File: src/rtl/watch_pkg.sv
// Shared types and constants for the watch display path.
// Latency: n/a (declarations only).
// Backpressure: n/a. Contents: mode constants, character codes, char_t record, commit FSM states.
package watch_pkg;

  // Display mode carried with every character.
  localparam logic NUMBER   = 1'b0;
  localparam logic ALPHABET = 1'b1;

  // Character codes used in ALPHABET mode.
  localparam logic [3:0] C_SPACE = 4'd0;
  localparam logic [3:0] C_A     = 4'd1;
  localparam logic [3:0] C_D     = 4'd2;
  localparam logic [3:0] C_E     = 4'd3;
  localparam logic [3:0] C_F     = 4'd4;
  localparam logic [3:0] C_H     = 4'd5;
  localparam logic [3:0] C_I     = 4'd6;
  localparam logic [3:0] C_N     = 4'd7;
  localparam logic [3:0] C_O     = 4'd8;
  localparam logic [3:0] C_P     = 4'd9;
  localparam logic [3:0] C_R     = 4'd10;
  localparam logic [3:0] C_S     = 4'd11;
  localparam logic [3:0] C_T     = 4'd12;
  localparam logic [3:0] C_U     = 4'd13;

  // One displayed character: code plus mode.
  typedef struct packed {
    logic [3:0] value;
    logic       mode;
  } char_t;

  // A blank digit: space in alphabet mode.
  localparam char_t CHAR_BLANK = '{value: C_SPACE, mode: ALPHABET};

  // Shadow-to-active commit handshake states.
  typedef enum logic {
    IDLE = 1'b0,
    PEND = 1'b1
  } commit_state_e;

endpackage

File: src/rtl/seven_seg_scanner_if.sv
// Bundle between the watch controller (master) and the display scanner (slave).
// Latency: n/a (wires only).
// Backpressure: none; writes and commit requests are always accepted.
// Signals: wr_en/wr_idx/wr_value/wr_mode, commit_req -> scanner; commit_pending, commit_ack,
//   value, mode, digit_sel, frame_done <- scanner; blink_mask -> scanner only with SEVEN_SEG_BLINK_EN.
interface seven_seg_scanner_if #(
  parameter int NUM_DIGITS = 6
);
  logic                  wr_en;
  logic [2:0]            wr_idx;
  logic [3:0]            wr_value;
  logic                  wr_mode;
  logic                  commit_req;
  logic                  commit_pending;
  logic                  commit_ack;
  logic [3:0]            value;
  logic                  mode;
  logic [NUM_DIGITS-1:0] digit_sel;
  logic                  frame_done;
`ifdef SEVEN_SEG_BLINK_EN
  logic [NUM_DIGITS-1:0] blink_mask;
`endif

  modport master (
    output wr_en, wr_idx, wr_value, wr_mode, commit_req,
`ifdef SEVEN_SEG_BLINK_EN
    output blink_mask,
`endif
    input  commit_pending, commit_ack, value, mode, digit_sel, frame_done
  );

  modport slave (
    input  wr_en, wr_idx, wr_value, wr_mode, commit_req,
`ifdef SEVEN_SEG_BLINK_EN
    input  blink_mask,
`endif
    output commit_pending, commit_ack, value, mode, digit_sel, frame_done
  );
endinterface

File: src/rtl/seven_seg_scan_timer.sv
// Slot/digit timebase for the display scanner.
// Latency: outputs are combinational decodes of the slot counter and digit index.
// Backpressure: none; free-running. Ports: clk, rst, o_idx (digit index), o_blank, o_frame_done.
module seven_seg_scan_timer #(
  parameter int NUM_DIGITS = 6,
  parameter int SCAN_DIV   = 1000,
  parameter int BLANK_CYC  = 16
) (
  input  logic                          clk,
  input  logic                          rst,
  output logic [$clog2(NUM_DIGITS)-1:0] o_idx,
  output logic                          o_blank,
  output logic                          o_frame_done
);
  localparam int IDX_W = $clog2(NUM_DIGITS);
  localparam int CNT_W = $clog2(SCAN_DIV);
  localparam logic [CNT_W-1:0] CNT_MAX = CNT_W'(SCAN_DIV - 1);
  localparam logic [IDX_W-1:0] IDX_MAX = IDX_W'(NUM_DIGITS - 1);

  logic [CNT_W-1:0] r_cnt;
  logic [IDX_W-1:0] r_idx;

  always_ff @(posedge clk) begin
    if (rst) begin
      r_cnt <= '0;
      r_idx <= '0;
    end else if (r_cnt == CNT_MAX) begin
      r_cnt <= '0;
      r_idx <= (r_idx == IDX_MAX) ? '0 : r_idx + 1'b1;
    end else begin
      r_cnt <= r_cnt + 1'b1;
    end
  end

  assign o_idx        = r_idx;
  // The first BLANK_CYC cycles of a slot keep every digit dark so the
  // previous digit's segments cannot ghost onto the newly selected one.
  assign o_blank      = (r_cnt < CNT_W'(BLANK_CYC));
  assign o_frame_done = (r_cnt == CNT_MAX) && (r_idx == IDX_MAX);
endmodule

File: src/rtl/seven_seg_scanner.sv
// Time-multiplexed seven-segment driver: shadow/active character buffers, tear-free frame commit, digit scan.
// Latency: value/mode/digit_sel registered one cycle after timer state; commit copies at the next frame boundary.
// Backpressure: none; writes always land in the shadow buffer, repeated commit requests merge into one ack.
// Ports: clk, rst (sync, active-high), bus (seven_seg_scanner_if.slave).
// Optional: SEVEN_SEG_BLINK_EN adds blink_mask and a frame-count blink phase that darkens masked digits.
module seven_seg_scanner
  import watch_pkg::*;
#(
  parameter int NUM_DIGITS = 6,
  parameter int SCAN_DIV   = 1000,
  parameter int BLANK_CYC  = 16,
  parameter int BLINK_DIV  = 32
) (
  input logic               clk,
  input logic               rst,
  seven_seg_scanner_if.slave bus
);
  localparam int IDX_W = $clog2(NUM_DIGITS);

  if (NUM_DIGITS < 2 || NUM_DIGITS > 8) begin : g_bad_num_digits
    $error("seven_seg_scanner: NUM_DIGITS must be within 2..8");
  end
  if (SCAN_DIV < BLANK_CYC + 1) begin : g_bad_scan_div
    $error("seven_seg_scanner: SCAN_DIV must exceed BLANK_CYC");
  end
  if (BLINK_DIV < 1) begin : g_bad_blink_div
    $error("seven_seg_scanner: BLINK_DIV must be at least 1");
  end

  logic [IDX_W-1:0]      w_idx;
  logic                  w_blank;
  logic                  w_frame_done;
  logic                  w_wr_hit;
  logic                  w_commit_ack;
  logic [NUM_DIGITS-1:0] w_onehot;
  logic [NUM_DIGITS-1:0] w_dark;

  char_t                 r_shadow [NUM_DIGITS];
  char_t                 r_active [NUM_DIGITS];
  commit_state_e         r_state;
  commit_state_e         w_next_state;
  logic [3:0]            r_value;
  logic                  r_mode;
  logic [NUM_DIGITS-1:0] r_digit_sel;

  seven_seg_scan_timer #(
    .NUM_DIGITS(NUM_DIGITS),
    .SCAN_DIV  (SCAN_DIV),
    .BLANK_CYC (BLANK_CYC)
  ) u_timer (
    .clk         (clk),
    .rst         (rst),
    .o_idx       (w_idx),
    .o_blank     (w_blank),
    .o_frame_done(w_frame_done)
  );

  // Out-of-range indices are dropped silently.
  assign w_wr_hit = bus.wr_en && ({29'd0, bus.wr_idx} < 32'(NUM_DIGITS));

  always_ff @(posedge clk) begin
    if (rst) begin
      for (int i = 0; i < NUM_DIGITS; i++) r_shadow[i] <= CHAR_BLANK;
    end else if (w_wr_hit) begin
      r_shadow[bus.wr_idx[IDX_W-1:0]] <= '{value: bus.wr_value, mode: bus.wr_mode};
    end
  end

  // Non-blocking copy takes the shadow as it was before any same-cycle write.
  always_ff @(posedge clk) begin
    if (rst) begin
      for (int i = 0; i < NUM_DIGITS; i++) r_active[i] <= CHAR_BLANK;
    end else if (w_commit_ack) begin
      r_active <= r_shadow;
    end
  end

  // Commit FSM: state register.
  always_ff @(posedge clk) begin
    if (rst) r_state <= IDLE;
    else     r_state <= w_next_state;
  end

  // Commit FSM: next state. Requests while pending simply merge.
  always_comb begin
    w_next_state = r_state;
    case (r_state)
      IDLE:    if (bus.commit_req) w_next_state = PEND;
      PEND:    if (w_frame_done)   w_next_state = IDLE;
      default: w_next_state = IDLE;
    endcase
  end

  // Commit FSM: outputs.
  always_comb begin
    bus.commit_pending = (r_state == PEND);
    w_commit_ack       = (r_state == PEND) && w_frame_done;
    bus.commit_ack     = w_commit_ack;
  end

`ifdef SEVEN_SEG_BLINK_EN
  localparam int BC_W = (BLINK_DIV > 1) ? $clog2(BLINK_DIV) : 1;
  logic [BC_W-1:0] r_blink_cnt;
  logic            r_blink_off;

  // Phase flips after every BLINK_DIV completed frames; starts in the lit phase.
  always_ff @(posedge clk) begin
    if (rst) begin
      r_blink_cnt <= '0;
      r_blink_off <= 1'b0;
    end else if (w_frame_done) begin
      if (r_blink_cnt == BC_W'(BLINK_DIV - 1)) begin
        r_blink_cnt <= '0;
        r_blink_off <= ~r_blink_off;
      end else begin
        r_blink_cnt <= r_blink_cnt + 1'b1;
      end
    end
  end

  assign w_dark = r_blink_off ? bus.blink_mask : '0;
`else
  assign w_dark = '0;
`endif

  assign w_onehot = NUM_DIGITS'(1) << w_idx;

  always_ff @(posedge clk) begin
    if (rst) begin
      r_value     <= C_SPACE;
      r_mode      <= ALPHABET;
      r_digit_sel <= '0;
    end else begin
      r_value     <= r_active[w_idx].value;
      r_mode      <= r_active[w_idx].mode;
      r_digit_sel <= w_blank ? '0 : (w_onehot & ~w_dark);
    end
  end

  assign bus.value      = r_value;
  assign bus.mode       = r_mode;
  assign bus.digit_sel  = r_digit_sel;
  assign bus.frame_done = w_frame_done;
endmodule
File: src/flat_wrapper.sv
// flat-port wrapper written by rule: the top's interface ports become plain ports
module seven_seg_scanner_flat import watch_pkg::*;
#(
  parameter int NUM_DIGITS = 6,
  parameter int SCAN_DIV   = 1000,
  parameter int BLANK_CYC  = 16,
  parameter int BLINK_DIV  = 32
)
  (clk, rst, bus_wr_en, bus_wr_idx, bus_wr_value, bus_wr_mode, bus_commit_req, bus_commit_pending, bus_commit_ack, bus_value, bus_mode, bus_digit_sel, bus_frame_done);
  seven_seg_scanner_if #(.NUM_DIGITS(NUM_DIGITS)) bus_i ();
  input logic clk;
  input logic rst;
  input wire logic [$bits(bus_i.wr_en)-1:0] bus_wr_en;
  input wire logic [$bits(bus_i.wr_idx)-1:0] bus_wr_idx;
  input wire logic [$bits(bus_i.wr_value)-1:0] bus_wr_value;
  input wire logic [$bits(bus_i.wr_mode)-1:0] bus_wr_mode;
  input wire logic [$bits(bus_i.commit_req)-1:0] bus_commit_req;
  output wire logic [$bits(bus_i.commit_pending)-1:0] bus_commit_pending;
  output wire logic [$bits(bus_i.commit_ack)-1:0] bus_commit_ack;
  output wire logic [$bits(bus_i.value)-1:0] bus_value;
  output wire logic [$bits(bus_i.mode)-1:0] bus_mode;
  output wire logic [$bits(bus_i.digit_sel)-1:0] bus_digit_sel;
  output wire logic [$bits(bus_i.frame_done)-1:0] bus_frame_done;
  assign bus_i.wr_en = bus_wr_en;
  assign bus_i.wr_idx = bus_wr_idx;
  assign bus_i.wr_value = bus_wr_value;
  assign bus_i.wr_mode = bus_wr_mode;
  assign bus_i.commit_req = bus_commit_req;
  assign bus_commit_pending = bus_i.commit_pending;
  assign bus_commit_ack = bus_i.commit_ack;
  assign bus_value = bus_i.value;
  assign bus_mode = bus_i.mode;
  assign bus_digit_sel = bus_i.digit_sel;
  assign bus_frame_done = bus_i.frame_done;
  seven_seg_scanner #(.NUM_DIGITS(NUM_DIGITS), .SCAN_DIV(SCAN_DIV), .BLANK_CYC(BLANK_CYC), .BLINK_DIV(BLINK_DIV)) u_core (.clk(clk), .rst(rst), .bus(bus_i));
endmodule
File: config.mk
export PLATFORM = sky130hd
export DESIGN_NAME = seven_seg_scanner_flat
export DESIGN_NICKNAME = d
export VERILOG_FILES = /design/src/rtl/watch_pkg.sv /design/src/rtl/seven_seg_scanner_if.sv /design/src/rtl/seven_seg_scan_timer.sv /design/src/rtl/seven_seg_scanner.sv /design/src/flat_wrapper.sv
export SDC_FILE = /design/constraint.sdc
export NUM_CORES = 1
export LEC_CHECK = 0
export BUFFER_PORTS_ARGS = -buffer_cell sky130_fd_sc_hd__buf_2
export CAP_MARGIN = 10
export CELL_PAD_IN_SITES_DETAIL_PLACEMENT = 0
export CELL_PAD_IN_SITES_GLOBAL_PLACEMENT = 1
export CORE_UTILIZATION = 25
export CTS_CLUSTER_DIAMETER = 50
export DETAILED_ROUTE_END_ITERATION = 6
export MAX_ROUTING_LAYER = met4
export PLACE_DENSITY = 0.47
export SLEW_MARGIN = 0
export SYNTH_ARGS = -nofsm -noshare
export SYNTH_HDL_FRONTEND = slang
export SYNTH_HIERARCHICAL = 1
export SYNTH_SLANG_ARGS = --single-unit
File: constraint.sdc
create_clock -name clk -period 3.35 [get_ports clk]
set_clock_uncertainty 0.15 [all_clocks]
set_input_delay 0.5025 -clock clk [delete_from_list [all_inputs] [get_ports clk]]
set_output_delay 0.5025 -clock clk [all_outputs]
set_load 0.01 [all_outputs]
**Yosys cells after proc, flatten, opt, wreduce, memory -nomap -nowiden**

Cells that the tools add are included.
Widths: inputs -> output; s select.

- Bits in writable memories: 0
- Output and inout port bits: 14
- Bits in latches: 0
- Memories kept: 0
- Logic and storage cells: 59
- ROM bits: 0
- Bits of input ports: 12
- Register bits after elaboration: 85

- Equal/unequal tests: 2
- Bitwise gates (word level): 3
- Mux-type cells: 10
- $add $sub $neg: 2
- $lt $le $gt $ge: 5
- Multiply operators: 0
- Shifts and indexed selects: 1
- Reduce and logical (&&, ||, !) cells: 6
- Divide/modulo/power cells: 0

Operator list:

| operator | number |
|---|---|
| $bwmux 30 | 1 |
| $bmux 5 s3 | 1 |
| $demux 5 s3 | 1 |
| $mux 5 | 3 |
| $add 10x1->10 const B | 1 |
| $eq 10x10->1 const B | 1 |
| $lt 10x5->1 const B | 1 |
| $ge 4x4->1 const B | 2 |
| $not 3->4 | 2 |
| $shl 1x3->6 const A | 1 |
| $logic_and 1x1->1 | 4 |
| $lt 4x1->1 const B | 1 |
| $reduce_or 2->1 | 2 |
| $add 3x1->3 const B | 1 |
| $eq 3x3->1 const B | 1 |
| $lt 3x3->1 const B | 1 |
| $mux 3 | 1 |
| $mux 1 | 2 |
| $pmux 1 s2 | 1 |
| $not 1->1 | 1 |

**Depth between registers and ports, before layout**

Gate-level depths: netlist of run 1.

- Depth after elaboration: 6
- Depth in mapped cells: 9
- Gate-level depth less buffers: 8

**Modules after synthesis**

The synthesis of run 1 kept the hierarchy.

By module, submodules not included:

| module | times used | seq. area each (µm²) | cells each | area an instance (µm²) |
|---|---|---|---|---|
| seven_seg_scanner | 1 | 1441.4 | 298 | 2778.9 |
| seven_seg_scan_timer | 1 | 260.2 | 75 | 681.9 |

**Worst setup path before layout of run 1**

Ideal clock, no wire load.

- Path kind: flip-flop to output port
- Start point: reg u_core.u_timer.r_cnt[0]
- End point: out bus_commit_ack
- Arrival time: 1820 ps
- Path buffers: 1
- Setup slack: 877 ps
- Required time: 2697 ps
- Stages on the path, launching flop included: 8
- Path through: dfxtp_1 ha_1 and4bb_4 and4_4 and3b_2 nand2_1 inv_1 clkbuf_1

- Word-level cells in the longest chain between the ends: 3

Ends and longest elaborated chain:

| item | line | source |
|---|---|---|
| start: declaration | seven_seg_scan_timer.sv:20 | `logic [CNT_W-1:0] r_cnt;` |
| start signal: assignment | seven_seg_scan_timer.sv:31 | `r_cnt <= r_cnt + 1'b1;` |
| $eq 10x10->1 | seven_seg_scan_timer.sv:39 | `assign o_frame_done = (r_cnt == CNT_MAX) && (r_idx == IDX_MAX);` |
| $logic_and 1x1->1 | seven_seg_scan_timer.sv:39 |  |
| named net bus_frame_done | flat_wrapper.sv:23 | `output wire logic [$bits(bus_i.frame_done)-1:0] bus_frame_done;` |
| $logic_and 1x1->1 | seven_seg_scanner.sv:97 | `w_commit_ack = (r_state == PEND) && w_frame_done;` |
| end: declaration | flat_wrapper.sv:19 | `output wire logic [$bits(bus_i.commit_ack)-1:0] bus_commit_ack;` |

The timed path passes the listed nets, and every way through them passes these cells.

**Worst setup path in the final report of run 1**

- Start point: reg u_core.u_timer.r_cnt[0]
- End point: out bus_commit_ack

- Word-level cells in the longest chain between the ends: 3

Ends and longest elaborated chain:

| item | line |
|---|---|
| $eq 10x10->1 | seven_seg_scan_timer.sv:39 |
| $logic_and 1x1->1 | seven_seg_scan_timer.sv:39 |
| $logic_and 1x1->1 | seven_seg_scanner.sv:97 |

No other way between the ends.

==> results of run 1 <==
## registers in the layout (all words and copies together) (netlist names)
signal                     flops
u_core/r_active               30
u_core/r_shadow               30
u_core/u_timer/r_cnt          10
u_core/bus.digit_sel           6
u_core/bus.value               4
u_core/u_timer/o_idx           3
u_core/bus.commit_pending      1
u_core/bus.mode                1
## through the flow
| step | utilization (%) | worst slack (ps) | hold WS (ps) | std cells |
|---|---|---|---|---|
| after global placement | 28.0 | 721 | 291 | 557 |
| after CTS | 30.4 | 287 | 243 | 572 |
| after global routing | 30.4 | 142 | 293 | 572 |
| final | 30.4 | 345 | 258 | 572 |
| after floorplan | - | 877 | 281 | 373 |
| after detailed placement | 28.0 | 664 | 294 | 557 |
## worst max-delay path, cell delays in order, from the launching register on
cell and delay [ps]:
dfxtp_1 390, ha_1 260, and4bb_4 280, and4_4 250
and3b_2 200, nand2_1 80, inv_1 330, buf_2 210
## worst paths after layout
path / from / endpoint / slack [ps] / cells past startpoint
max: u_core/u_timer/r_cnt[0]$_SDFF_PP0_ / bus_commit_ack / 350 / 7
min: bus_commit_req / u_core/bus.commit_pending$_SDFF_PP0_ / 260 / 3
max reg2reg: u_core/u_timer/r_cnt[0]$_SDFF_PP0_ / u_core/r_active[1]$_SDFFE_PP0P_ / 780 / 9
min reg2reg: u_core/r_active[17]$_SDFFE_PP0P_ / u_core/r_active[17]$_SDFFE_PP0P_ / 300 / 2
## final cells by class
cell class / count / area [µm²] / share of cell area (%)
Sequential cell: 85 / 1700 / 41.9
Multi-Input combinational cell: 257 / 1610 / 39.7
Clock buffer: 10 / 239 / 5.89
Tap cell: 176 / 220 / 5.43
Timing Repair Buffer: 31 / 170 / 4.19
Clock inverter: 5 / 85.1 / 2.10
Inverter: 8 / 30.0 / 0.740
## logic make-up (layout without fill, tap and decap cells)
logic type               count (synthesis)  after routing  synth area share (%)
adder cells (fa/ha/maj)                  1              1                 0.361
XOR/XNOR                                 3              3                 0.759
multiplexers                            35             35                  10.7
AO/OA/AOI/OAI                           53             53                  10.0
buffers and inverters                   31             54                  4.27
flip-flops                              85             85                  49.2
AND/OR/NAND/NOR                        165            165                  24.8
## power groups by stage
stage	combinational (W)	clock [W]	sequential, W
finish	0.0000873	0.00109	0.00104
global route	0.000100	0.00117	0.00105
CTS	0.0000892	0.00112	0.00104
detailed placement	0.0000890	0	0.00107
global placement	0.0000881	0	0.00107
floorplan	0.0000562	0	0.00106
## cells in the mapped netlist, drive strengths merged (2+ instances only)
| library cell | number |
|---|---|
| nand2 | 65 |
| nand4b | 3 |
| xnor2 | 2 |
| mux2 | 2 |
| nand2b | 3 |
| and2b | 4 |
| nor3 | 4 |
| o21a | 4 |
| nand4 | 3 |
| nand3 | 6 |
| buf | 10 |
| clkbuf | 13 |
| or3 | 4 |
| a211o | 7 |
| o21ai | 2 |
| inv | 8 |
| a21oi | 26 |
| nor2 | 40 |
| nor4 | 4 |
| dfxtp | 85 |
| nand3b | 6 |
| a211oi | 4 |
| nor2b | 11 |
| a31o | 2 |
| a2111oi | 4 |
| mux2i | 32 |
| and4bb | 4 |
| and4 | 3 |
## metal layers
| layer | track usage (%) | share of wire, % | vias to the layer above |
|---|---|---|---|
| met2 | 18.1 | 41 | 34 |
| met1 | 19.0 | 54 | 1208 |
| met5 | - | 0 | - |
| met4 | 5.16 | 1.2 | 0 |
| met3 | 3.61 | 3.7 | 7 |
| li1 | - | - | 1319 |
==> results.md, run 1 <==
- Clock tree from TritonCTS: yes
- TritonCTS Buffers: 9
- Post-synth EDFFs: 0
- Endpoints failing hold: 0
- Cell Area, Synth: 3460 µm²
- Critical Path RT: 2700 ps
- Worst skew pair latency: 340 ps
- Post-CTS setup buffers: 0
- Async S/R FF share, synth: 0%
- Total Wirelength: 8.46 mm
- DRC viols: 0
- Final Cycle Share: 89.7%
- Die area: 14300 µm²
- Relative slew slack: 51.9%
- Final setup violation count: 0
- Synth top area cells: dfxtp_1, mux2i_1, nand2_1
- Setup TNS: 0 ps
- Die Wd: 120 µm
- Maximum vdd drop: 0.259 mV
- Clock power share: 49.0%
- Worst EP arrival: 2350 ps
- Top FF cell, synth: dfxtp_1
- Area of the core: 13300 µm²
- I/O Pins: 26
- Per-cell routed wire length: 14.8 µm
- Crit path kind: reg -> out
- Starting DRC count in detailed routing: 171
- Final instance area: 4060 µm²
- Avg Inst Size Synth: 9.28 µm²
- Post-synthesis sequential area ratio: 49.2%
- Sequential power share: 47.1%
- Yosys top cell area share: 49.2%
- H-tree Lvls: 3
- Die height: 120 µm
- Area grow syn2layout: 17.2%
- Worst-Margin Slew: 718 ps
- Initial antenna violation count: 0
- Fmax: 0.333 GHz
- Final Power: 0.00222 W
- Combinational Power Share: 3.9%
- Global route total overflow: 0
- Switching pwr: 0.000483 W
- Clk buf depth: 2
- Post-route ant nets: 0
- # rows: 42
- Status: finished clean
- CTS clk-pin slew, worst paths: 60 ps
- Endpoint class of the critical path: output pin
- Routed vias: 2568
- Filler Cell Count: 1478
- RSZ-0062 raised after global routing: false
- Hold Crit Class: in -> reg
- Synth cell types: 48
- Commonest non-fill, non-tap cell in the layout: dfxtp_1
- Sink Count: 85
- # hold bufs at CTS: 0
- Fin crit period: 3000 ps
- First-pass detailed-route iteration total: 7
- CP Launch Type: flop
- Starting density of the core: 25.9%
- Yosys top cell by area: dfxtp_1
- P_leak: 1.52 nW
- Vias in the first global route: 2555
- GRT Total Usage: 13.5%
- Clock Tree Root: clkbuf_16
- Placed cell area: 3730 µm²
- FF+latch count, synth: 85
- Worst Path Max Fanout: 12
- Switching share of power: 21.8%
- Leading cell types in the layout, fill and taps excluded: dfxtp_1, nand2_1, nor2_1
- Max Slew Vio Count: 0
- Yosys warnings: 6
- Largest net degree at the start of global routing: 36
- IO Port Bufs: 25
- Hpwl dp: 5.60 mm
- Post_cts resized: 0
- First-pass GRT wire length: 14.2 mm
- Synth Instances: 373
- Internal Power: 0.00173 W
- Max_cap viols: 0
- Layout cell share with drive strength beyond 1: 14.9%
- Total Nets Final: 405
- Syn Nets: 386
- Antenna cells: 0
- P per Cell Area: 546 nW/µm²
- Via density: 4.49
- Placer Congestion: 0.692
Note: power is estimated with default switching activity, not from simulation.
==> inputs of run 2 (changes only) <==
--- a/config.mk
+++ b/config.mk
@@ -9,11 +9,11 @@
 export CAP_MARGIN = 10
 export CELL_PAD_IN_SITES_DETAIL_PLACEMENT = 0
 export CELL_PAD_IN_SITES_GLOBAL_PLACEMENT = 1
-export CORE_UTILIZATION = 25
+export CORE_UTILIZATION = 45
 export CTS_CLUSTER_DIAMETER = 50
 export DETAILED_ROUTE_END_ITERATION = 6
 export MAX_ROUTING_LAYER = met4
-export PLACE_DENSITY = 0.47
+export PLACE_DENSITY = 0.76
 export SLEW_MARGIN = 0
 export SYNTH_ARGS = -nofsm -noshare
 export SYNTH_HDL_FRONTEND = slang
==> run 2 against run 1 <==
Effect of this change: count of clock-buffer cells in the layout did not move; via count rose by 1.0%; fmax rose by 3.8%; largest power group is now sequential cells; sequential share of layout area rose by 2.4 points; combinational power fell by 4.2%; routed wire length fell by 16%; first-iteration DRC count fell by 32%; register-to-register slack improved by 140 ps; setup slack improved by 110 ps; critical path depth rose by 1; total power fell by 16%.
==> results.md, run 2 (synthesis gave the netlist of run 1 again) <==
- Status: finished clean
- Via density: 5.24
- Worst Path Max Fanout: 16
- Vias in the first global route: 2274
- Critical Path RT: 2700 ps
- Hold depth: 3
- Regs by FF count: u_core/r_active (30), u_core/r_shadow (30), u_core/u_timer/r_cnt (10)
- H-tree Lvls: 3
- Worst path cell trace: ha_1, and4bb_4, and4_4, and3b_2, nand2_1, inv_1, buf_4, buf_2
- IO Port Bufs: 25
- Layout cell share with drive strength beyond 1: 14.9%
- CP max stage delay: 390 ps
- Filler Cell Count: 706
- DRC viols: 0
- Worst EP arrival: 2240 ps
- Final setup violation count: 0
- RR Endpoint: u_core/r_active[24]$_SDFFE_PP0P_
- Initial antenna violation count: 0
- Antenna cells: 0
- Clk buf depth: 2
- Worst R2R Start: u_core/u_timer/r_cnt[0]$_SDFF_PP0_
- Starting density of the core: 47.2%
- # rows: 31
- Util after Layout: 52.4%
- GRT Total Usage: 20.0%
- Hold Path End: u_core/bus.commit_pending$_SDFF_PP0_
- Maximum vdd drop: 0.255 mV
- P_leak: 1.46 nW
- Per-cell routed wire length: 14.4 µm
- CTS clk-pin slew, worst paths: 80 ps
- Final Cycle Share: 86.4%
- Max Slew Vio Count: 0
- I/O Pins: 26
- Setup slack, reg-to-reg: 920 ps
- Relative slew slack: 39.1%
- Fmax: 0.345 GHz
- First-pass detailed-route iteration total: 4
- Fin crit period: 2890 ps
- Endpoint class of the critical path: output pin
- Post-route ant nets: 0
- P per Cell Area: 487 nW/µm²
- Post_cts resized: 0
- Final worst slack: 455 ps
- Hpwl dp: 4.64 mm
- Clock tree from TritonCTS: yes
- Routed vias: 2594
- Placer Congestion: 0.748
- Global route total overflow: 0
- Leading cell types in the layout, fill and taps excluded: dfxtp_1, nand2_1, nor2_1
- Die height: 89.7 µm
- Area of the core: 7330 µm²
- Largest net degree at the start of global routing: 52
- Commonest non-fill, non-tap cell in the layout: dfxtp_1
- # hold bufs at CTS: 0
- Endpoints failing hold: 0
- Max_cap viols: 0
- Total Wirelength: 7.12 mm
- Die Wd: 89.7 µm
- Crit path kind: reg -> out
- Worst hold start: bus_commit_req
- Die area: 8050 µm²
- CP Launch Type: flop
- First-pass GRT wire length: 11.6 mm
- Worst skew pair latency: 350 ps
- Starting DRC count in detailed routing: 117
- Sink Count: 85
- TritonCTS Buffers: 9
- Setup TNS: 0 ps
- Total Nets Final: 404
- Critical-path top delay cell: dfxtp_1
- R2R depth: 10
- Area grow syn2layout: 11.0%
- Worst-Margin Slew: 913 ps
- Clock Tree Root: clkbuf_8
- RSZ-0062 raised after global routing: false
- Hold Crit Class: in -> reg
- Post-CTS setup buffers: 0
- Post-place setup slack: 821 ps
## run 2: changes by cell type in the layout (fill, tap and decap cells not counted), sizes merged
cell    before  now
buf         31   30
bufinv       2    1
clkinv       2    4
## run 2: worst max path at each step
stage	from	to	slack, ps
global route	u_core/u_timer/r_cnt[0]$_SDFF_PP0_	bus_commit_ack	290
detailed placement	u_core/u_timer/r_cnt[0]$_SDFF_PP0_	bus_commit_ack	820
CTS	u_core/u_timer/r_cnt[0]$_SDFF_PP0_	bus_commit_ack	430
floorplan	u_core/u_timer/r_cnt[0]$_SDFF_PP0_	bus_commit_ack	880
finish	u_core/u_timer/r_cnt[0]$_SDFF_PP0_	bus_commit_ack	460
global placement	u_core/u_timer/r_cnt[0]$_SDFF_PP0_	bus_commit_ack	880
## run 2: final cells by class
type	count	area (µm²)	area share [%]
flip-flops and latches	85	1700	44.3
clock buffers	10	138	3.58
repair buffers	30	163	4.24
clock inverters	6	72.6	1.89
inverters	8	30.0	0.782
multi-input cells	257	1610	42.0
well taps	99	124	3.23
## run 2: worst max-delay path: cells and delay by family (launching register included)
family / cells / cell delay, ps
buffers and inverters: 3 / 420
DFF: 1 / 390
and+or+nand+nor: 4 / 820
adders and majority gates: 1 / 270
## run 2: power by group
part | switching, W | internal [W]
registers | 0.0000158 | 0.00103
clock network | 0.000373 | 0.000370
logic | 0.0000498 | 0.0000339
total | 0.000439 | 0.00143
## run 2: per-stage QoR
stage | total power (W) | hold WS, ps | std cells | instance area [µm²]
global placement | 0.00115 | 289 | 479 | 3630
CTS | 0.00189 | 226 | 495 | 3840
global route | 0.00195 | 262 | 495 | 3840
detailed placement | 0.00115 | 294 | 479 | 3630
finish | 0.00187 | 235 | 495 | 3840
floorplan | 0.00112 | 281 | 373 | 3460
## run 2: metal layers
metal | vias to the layer above | global-route usage (%) | share of wire (%)
li1 | 1327 | - | -
met1 | 1212 | 29.3 | 53
met5 | - | - | 0
met3 | 8 | 4.20 | 3.7
met4 | 0 | 5.63 | 0.97
met2 | 47 | 27.4 | 42
==> inputs of run 3 (changes only) <==
--- a/config.mk
+++ b/config.mk
@@ -14,6 +14,7 @@
 export DETAILED_ROUTE_END_ITERATION = 6
 export MAX_ROUTING_LAYER = met4
 export PLACE_DENSITY = 0.76
+export RECOVER_POWER = 100
 export SLEW_MARGIN = 0
 export SYNTH_ARGS = -nofsm -noshare
 export SYNTH_HDL_FRONTEND = slang
==> run 3 against run 2 <==
Effect of this change: the run now ends with max-capacitance violations, max-slew violations left; flip-flop and latch count unchanged; combinational power decreased by 1%; core utilization decreased by 0.39 points; count of clock-buffer cells in the layout unchanged; cell count unchanged; non-clock buffer count unchanged; clock power about the same; critical endpoint unchanged; largest cell class unchanged.
==> results.md, run 3 (synthesis gave the netlist of run 1 again) <==
- Status: complete, but fails checks
- Violated checks: max-capacitance violations, max-slew violations
- Starting DRC count in detailed routing: 115
- CTS clk-pin slew, worst paths: 80 ps
- Crit path kind: reg -> out
- Worst Path Max Fanout: 16
- Placer Congestion: 0.748
- Util after Layout: 52.0%
- Critical Path RT: 2700 ps
- Die height: 89.7 µm
- Setup slack, reg-to-reg: 830 ps
- Hold Crit Class: in -> reg
- # hold bufs at CTS: 0
- Worst skew pair latency: 350 ps
- Placed insts: 479
- Global route total overflow: 0
- Largest net degree at the start of global routing: 52
- Commonest non-fill, non-tap cell in the layout: dfxtp_1
- Hpwl dp: 4.64 mm
- Placed cell area: 3630 µm²
- DRC viols: 0
- Sink Count: 85
- Initial antenna violation count: 0
- Antenna cells: 0
- Fmax: 0.344 GHz
- CP Launch Type: flop
- P_leak: 1.41 nW
- Endpoints failing hold: 0
- Worst-Margin Slew: 2180 ps
- H-tree Lvls: 3
- RR Endpoint: u_core/r_active[12]$_SDFFE_PP0P_
- GRT Total Usage: 20.0%
- Final Cycle Share: 86.7%
- I/O Pins: 26
- Leading cell types in the layout, fill and taps excluded: dfxtp_1, nand2_1, nor2_1
- Worst EP arrival: 2250 ps
- Die Wd: 89.7 µm
- Layout cell share with drive strength beyond 1: 10.6%
- Worst Setup SP: u_core/u_timer/r_cnt[0]$_SDFF_PP0_
- Post-CTS setup buffers: 0
- Fin crit period: 2910 ps
- Clock Tree Root: clkbuf_8
- Starting density of the core: 47.2%
- Via density: 5.24
- Final setup violation count: 0
- Setup TNS: 0 ps
- Endpoint class of the critical path: output pin
- TritonCTS Buffers: 9
- Max_cap viols: 1
- Die area: 8050 µm²
- IO Port Bufs: 25
- First-pass GRT wire length: 11.6 mm
- Per-cell routed wire length: 14.4 µm
- Final instance area: 3810 µm²
- Area of the core: 7330 µm²
- Regs by FF count: u_core/r_active (30), u_core/r_shadow (30), u_core/u_timer/r_cnt (10)
- Area grow syn2layout: 10.1%
- Worst R2R Start: u_core/u_timer/r_cnt[0]$_SDFF_PP0_
- Vias in the first global route: 2274
- # rows: 31
- Total Wirelength: 7.13 mm
- Critical path capture point: bus_commit_ack
- RSZ-0062 raised after global routing: false
- First-pass detailed-route iteration total: 7
- Relative slew slack: -45.4%
- Clk buf depth: 2
- Post_cts resized: 0
- Total Nets Final: 404
- P per Cell Area: 490 nW/µm²
- Routed vias: 2593
- Layout Cells excl Fill: 495
- Clock tree from TritonCTS: yes
- Post-route ant nets: 0
- Max Slew Vio Count: 52
- Maximum vdd drop: 0.255 mV
- R2R depth: 8
-- run 3: changes by cell type in the layout (fill, tap and decap cells not counted), sizes merged --
cell	previous run	this run
buf	30	14
clkbuf	10	26
-- run 3: stage by stage --
step | setup slack (ps) | power, W | hold slack (ps)
floorplan | 877 | 0.00112 | 281
global placement | 879 | 0.00115 | 289
detailed placement | 821 | 0.00115 | 294
CTS | 426 | 0.00189 | 226
global route | 241 | 0.00195 | 262
finish | 445 | 0.00187 | 236
-- run 3: worst min path at each step --
stage | start | end | slack, ps | cells past startpoint
after floorplan | u_core/r_shadow[16]$_SDFFE_PP0P_ | u_core/r_active[16]$_SDFFE_PP0P_ | 280 | 2
after global placement | u_core/r_active[17]$_SDFFE_PP0P_ | u_core/r_active[17]$_SDFFE_PP0P_ | 290 | 2
after detailed placement | u_core/r_active[17]$_SDFFE_PP0P_ | u_core/r_active[17]$_SDFFE_PP0P_ | 290 | 2
after CTS | bus_commit_req | u_core/bus.commit_pending$_SDFF_PP0_ | 230 | 3
after global routing | bus_commit_req | u_core/bus.commit_pending$_SDFF_PP0_ | 260 | 3
final | bus_commit_req | u_core/bus.commit_pending$_SDFF_PP0_ | 240 | 3
-- run 3: where the power goes --
group | internal, W | switching, W
Clock | 0.000370 | 0.000373
Sequential | 0.00103 | 0.0000156
Combinational | 0.0000329 | 0.0000498
-- run 3: routing by layer --
metal / wire length (µm) / global-route usage (%) / vias to the layer above
met1: 3820 / 29.3 / 1207
li1: - / - / 1330
met3: 252 / 4.20 / 8
met2: 2990 / 27.4 / 48
met5: 0 / - / -
met4: 70 / 5.63 / 0
-- run 3: cell type report --
type                    instances  area (µm²)
multi-input cells             257        1610
flip-flops and latches         85        1700
inverters                       8        30.0
well taps                      99         124
fillers                       713        3520
clock inverters                 6        72.6
clock buffers                  10         138
repair buffers                 30         140
-- run 3: critical path, cell delays in order, from the launching register on --
cell and delay [ps]:
dfxtp_1 390, ha_1 270, and4bb_4 280, and4_1 250
and3b_2 220, nand2_1 70, inv_1 60, buf_4 200
buf_2 160
